===== config.mk =====
export PLATFORM = sky130hd
export DESIGN_NAME = lcd_spi_receiver
export DESIGN_NICKNAME = d
export VERILOG_FILES = /design/src/rtl/lcd_spi_receiver.sv
export SDC_FILE = /design/constraint.sdc
export NUM_CORES = 1
export LEC_CHECK = 0
export BUFFER_PORTS_ARGS = -buffer_cell sky130_fd_sc_hd__buf_2
export CAP_MARGIN = 20
export CORE_UTILIZATION = 50
export CTS_CLUSTER_DIAMETER = 40
export DETAILED_ROUTE_END_ITERATION = 16
export PLACE_DENSITY = 0.77
export SYNTH_ARGS = -nofsm -noshare
export SYNTH_HDL_FRONTEND = slang
export SYNTH_SLANG_ARGS = --single-unit

===== constraint.sdc =====
create_clock -name CLOCK -period 2.1 [get_ports CLOCK]
set_input_delay 0.105 -clock CLOCK [delete_from_list [all_inputs] [get_ports CLOCK]]
set_output_delay 0.105 -clock CLOCK [all_outputs]
set_load 0.02 [all_outputs]

===== src/rtl/lcd_spi_receiver.sv =====
// rtl/lcd_spi_receiver.sv - serial LCD bus receiver producing display-RAM writes and command strobes
module lcd_spi_receiver #(
    parameter logic [6:0] COL_LAST = 7'd127
) (
    input  logic        CLOCK,
    input  logic        RST_n,
    input  logic [3:0]  SPI_In,
    output logic        Ram_Wr_En,
    output logic [9:0]  Ram_Addr,
    output logic [7:0]  Ram_Data,
    output logic        Cmd_Valid,
    output logic [7:0]  Cmd_Byte,
    output logic        Frame_Err,
    output logic [15:0] Data_Count
);

    typedef enum logic [1:0] {IDLE, SHIFT, COMMIT} state_t;

    // Synchronizer idle value keeps CS_n deasserted and SCLK low.
    localparam logic [3:0] SYNC_RST = 4'b1000;

    state_t      state_q, state_d;
    logic [3:0]  sync1_q, sync1_d, sync2_q, sync2_d;
    logic        sclk_prev_q, sclk_prev_d;
    logic [2:0]  bit_cnt_q, bit_cnt_d;
    logic [7:0]  shift_q, shift_d;
    logic        a0_q, a0_d;
    logic [2:0]  page_q, page_d;
    logic [6:0]  col_q, col_d;
    logic        ram_wr_en_q, ram_wr_en_d;
    logic [9:0]  ram_addr_q, ram_addr_d;
    logic [7:0]  ram_data_q, ram_data_d;
    logic        cmd_valid_q, cmd_valid_d;
    logic [7:0]  cmd_byte_q, cmd_byte_d;
    logic        frame_err_q, frame_err_d;
    logic [15:0] data_count_q, data_count_d;

    logic cs_n;
    logic sclk_rise;

    assign cs_n      = sync2_q[3];
    assign sclk_rise = sync2_q[1] & ~sclk_prev_q;

    always_comb begin
        state_d      = state_q;
        sync1_d      = SPI_In;
        sync2_d      = sync1_q;
        sclk_prev_d  = sync2_q[1];
        bit_cnt_d    = bit_cnt_q;
        shift_d      = shift_q;
        a0_d         = a0_q;
        page_d       = page_q;
        col_d        = col_q;
        ram_wr_en_d  = 1'b0;
        ram_addr_d   = ram_addr_q;
        ram_data_d   = ram_data_q;
        cmd_valid_d  = 1'b0;
        cmd_byte_d   = cmd_byte_q;
        frame_err_d  = 1'b0;
        data_count_d = data_count_q;

        case (state_q)
            IDLE: begin
                bit_cnt_d = 3'd0;
                if (!cs_n) begin
                    state_d = SHIFT;
                end
            end
            SHIFT: begin
                // A clock edge wins over a simultaneous CS_n rise; the rise is seen next cycle.
                if (sclk_rise) begin
                    shift_d   = {shift_q[6:0], sync2_q[0]};
                    bit_cnt_d = bit_cnt_q + 3'd1;
                    if (bit_cnt_q == 3'd7) begin
                        a0_d    = sync2_q[2];
                        state_d = COMMIT;
                    end
                end else if (cs_n) begin
                    frame_err_d = (bit_cnt_q != 3'd0);
                    bit_cnt_d   = 3'd0;
                    state_d     = IDLE;
                end
            end
            COMMIT: begin
                if (a0_q) begin
                    ram_wr_en_d  = 1'b1;
                    ram_data_d   = shift_q;
                    ram_addr_d   = {page_q, col_q};
                    data_count_d = data_count_q + 16'd1;
                    col_d        = (col_q == COL_LAST) ? 7'd0 : col_q + 7'd1;
                end else begin
                    cmd_valid_d = 1'b1;
                    cmd_byte_d  = shift_q;
                    if (shift_q[7:3] == 5'b10110) begin
                        page_d = shift_q[2:0];
                    end else if (shift_q[7:4] == 4'h1) begin
                        col_d[6:4] = shift_q[2:0];
                    end else if (shift_q[7:4] == 4'h0) begin
                        col_d[3:0] = shift_q[3:0];
                    end
                end
                state_d = cs_n ? IDLE : SHIFT;
            end
            default: begin
                state_d = IDLE;
            end
        endcase
    end

    always_ff @(posedge CLOCK or negedge RST_n) begin
        if (!RST_n) begin
            state_q      <= IDLE;
            sync1_q      <= SYNC_RST;
            sync2_q      <= SYNC_RST;
            sclk_prev_q  <= 1'b0;
            bit_cnt_q    <= 3'd0;
            shift_q      <= 8'd0;
            a0_q         <= 1'b0;
            page_q       <= 3'd0;
            col_q        <= 7'd0;
            ram_wr_en_q  <= 1'b0;
            ram_addr_q   <= 10'd0;
            ram_data_q   <= 8'd0;
            cmd_valid_q  <= 1'b0;
            cmd_byte_q   <= 8'd0;
            frame_err_q  <= 1'b0;
            data_count_q <= 16'd0;
        end else begin
            state_q      <= state_d;
            sync1_q      <= sync1_d;
            sync2_q      <= sync2_d;
            sclk_prev_q  <= sclk_prev_d;
            bit_cnt_q    <= bit_cnt_d;
            shift_q      <= shift_d;
            a0_q         <= a0_d;
            page_q       <= page_d;
            col_q        <= col_d;
            ram_wr_en_q  <= ram_wr_en_d;
            ram_addr_q   <= ram_addr_d;
            ram_data_q   <= ram_data_d;
            cmd_valid_q  <= cmd_valid_d;
            cmd_byte_q   <= cmd_byte_d;
            frame_err_q  <= frame_err_d;
            data_count_q <= data_count_d;
        end
    end

    assign Ram_Wr_En  = ram_wr_en_q;
    assign Ram_Addr   = ram_addr_q;
    assign Ram_Data   = ram_data_q;
    assign Cmd_Valid  = cmd_valid_q;
    assign Cmd_Byte   = cmd_byte_q;
    assign Frame_Err  = frame_err_q;
    assign Data_Count = data_count_q;

endmodule


==> out/metrics.csv <==
stage;metric;value;unit
floorplanning;die_h;83.45;um
floorplanning;die_w;83.45;um
clocking;cts_max_path_buffers;2;
clocking;post_cts_buffers;0;
worst_setup_path;end_kind;register;
power_and_ir_drop;ir_drop;0.5761;mV
worst_setup_path;cp.required;2330;ps
clocking;cts.sinks;78;
power_and_ir_drop;p_per_area;814.3;nW/um2
timing;fmax;595.7;MHz
floorplanning;dieArea;6964;um2
final_layout;final_cell_mix;76 x dfrtp_1, 49 x buf_2, 45 x nand2_1;
worst_setup_path;startpoint_type;register;
timing;min_period;1679;ps
synth;synth-seq-cells;78;
timing;hold_viol_final;0;
timing;finalMaxSlewViolations;0;
clocking;cts_buffers;9;
timing;skew;11.35;ps
routing;drt_iter0_drc;90;
routing;vias_per_cell;5.379;
place;io_buffers;50;
final_layout;final_nets;346;
synth;synth.yosys.seq_area_share;58.92;%
routing;vias;2243;
global_routing;grt_pass1_vias;2142;
place;dp_hpwl;4298;um
run_status;status;complete, no violations;
synth;synthCells;270;
synth;synth_top_area_share;57.34;%
global_routing;grt_use_total;18.87;%
hold_path;hold_class;input port to async pin;
timing;rsz0062_at_grt;false;
final_layout;final_common_cell;dfrtp_1;
timing;setup_ws;421.3;ps
clocking;cts_max_level;3;
place;gp_congestion;0.8545;
synth;synth-async-reset-ratio;100.0;%
synth;syn_area_per_cell;12.28;um2
clocking;cts_tree;done;
synth;yosysTopAreaCell;dfrtp_1;
floorplanning;io_pins;51;
synth;yosysWarningCount;0;
power_and_ir_drop;p_leak;2.078;nW
floorplanning;initial_core_util;51.94;%
power_and_ir_drop;power;0.003203;W
worst_setup_path;r2r_cells;4;
synth;synth_nets;281;
routing;antenna_left;0;
worst_setup_path;cp_max_fo;13;
synth;synth_edf_count;0;
worst_setup_path;r2r_end;Ram_Addr[7];
timing;worst_slew_pin_slew;542.3;ps
synth;synth_flop_cell;dfrtp_1;
final_layout;drive_gt1_share;34.12;%
synth;syn_area;3317;um2
routing;drc_errors;0;
floorplanning;core;6386;um2
routing;wire_per_inst;14.65;um
timing;fin_crit_sh;79.94;%
worst_setup_path;crit_type;register to register;
routing;wirelength;6111;um
timing;setup_viol_count_final;0;
clocking;clock_latency;350;ps
synth;synth_area_leaders;dfrtp_1 57%, mux2_2 9.5%, nand2_1 5.1%;
place;pre_cts_ws;414.4;ps
timing;max_slew_margin;63.84;%
floorplanning;rows;29;
timing;fin_tns_setup;0;ps
worst_setup_path;rr_startpoint;state_q[1];
global_routing;antenna_found_initial;0;
clocking;clk_pin_slew;80;ps
worst_setup_path;r2r_slack;420;ps
global_routing;grt_start_max_net_pins;44;
synth;synth.distinct_cells;47;
final_layout;area_growth;18.60;%
final_layout;diodes;0;
routing;firstDrtPassIters;4;
clocking;clock_tree.root_cell;clkbuf_8;
flow_run;drv_cap;0;
global_routing;grt_pass1_wl;10210;um
worst_setup_path;cp_data_arrival_time;1910;ps
global_routing;overflow;0;
## repair_timing
item	in CTS	in global routing
hold buffers	5	0
resized for setup	0	0
hold endpoints to repair	44	0
## layout make-up
type,count,area [um2]
well taps,77,96.34
inverters,7,26.28
fillers,523,2452
flip-flops and latches,78,1954
repair buffers,63,362.8
clock inverters,5,83.83
clock buffers,11,131.4
multi-input cells,176,1279
## kinds of logic after synthesis
kind of cell    after synthesis  share of synthesized area, %
compound gates               26                         5.583
flops                        78                         58.92
fa+ha+maj                     5                         1.886
xor+xnor                     15                         4.187
buf+inv                      16                         2.528
simple gates                100                         16.79
mux                          30                         10.11
## registers in the layout, indices dropped and copies added (netlist names)
signal	cells
Cmd_Byte	8
Cmd_Valid	1
Data_Count	16
Frame_Err	1
Ram_Addr	10
Ram_Data	8
Ram_Wr_En	1
a0_q	1
bit_cnt_q	3
col_q	7
page_q	3
sclk_prev_q	1
shift_q	8
state_q	2
sync1_q	4
sync2_q	4
## cells in the mapped netlist (all sizes together) (4+ instances only)
cell   count
xor2       4
o21ai      7
buf        9
nor3       4
nand3     11
xnor2     11
inv        7
a22o       6
dfrtp     76
mux2      28
nor2      13
ha         5
nor2b      4
nand2     46
## power by group
group	switching, W	internal, W	leakage [nW]	total [W]
Clock	0.000542	0.000672	0.0998	0.00121
Combinational	0.000111	0.000143	0.929	0.000254
Sequential	0.000153	0.00158	1.05	0.00173
## through the flow
stage	util, %	cell area [um2]	hold WS (ps)	std cells
3_3_place_gp	57.45	3669	124.9	396
6_report	61.60	3934	292.9	417
4_1_cts	61.60	3934	306.0	417
3_5_place_dp	57.45	3669	129.2	396
5_1_grt	61.60	3934	334.2	417
2_1_floorplan	-	3317	-190.6	270
## layer usage
layer | track usage [%] | vias to the layer above | share of wire, %
li1 | - | 1062 | -
met1 | 25.78 | 1119 | 47
met2 | 29.06 | 53 | 47
met3 | 5.341 | 9 | 4.7
met4 | 6.934 | 0 | 1.6
met5 | 0 | - | 0
## how the worst max path moves through the flow
stage / start / slack (ps) / depth (start not counted) / to
2_1_floorplan: Data_Count[2] / 600 / 3 / Data_Count[9]
3_3_place_gp: state_q[1] / 470 / 4 / Ram_Addr[7]
5_1_grt: state_q[1] / 300 / 6 / Ram_Addr[1]
3_5_place_dp: state_q[1] / 410 / 4 / Data_Count[1]
6_report: state_q[1] / 420 / 4 / Ram_Addr[7]
4_1_cts: state_q[1] / 410 / 4 / Ram_Addr[7]
## critical path, cell delays in order, from the launching register on
cell and delay [ps]:
dfrtp_1 520, and2b_4 270, nand2_2 230, buf_4 220
mux2_2 330
No activity file was read; power rests on OpenSTA's default activity.
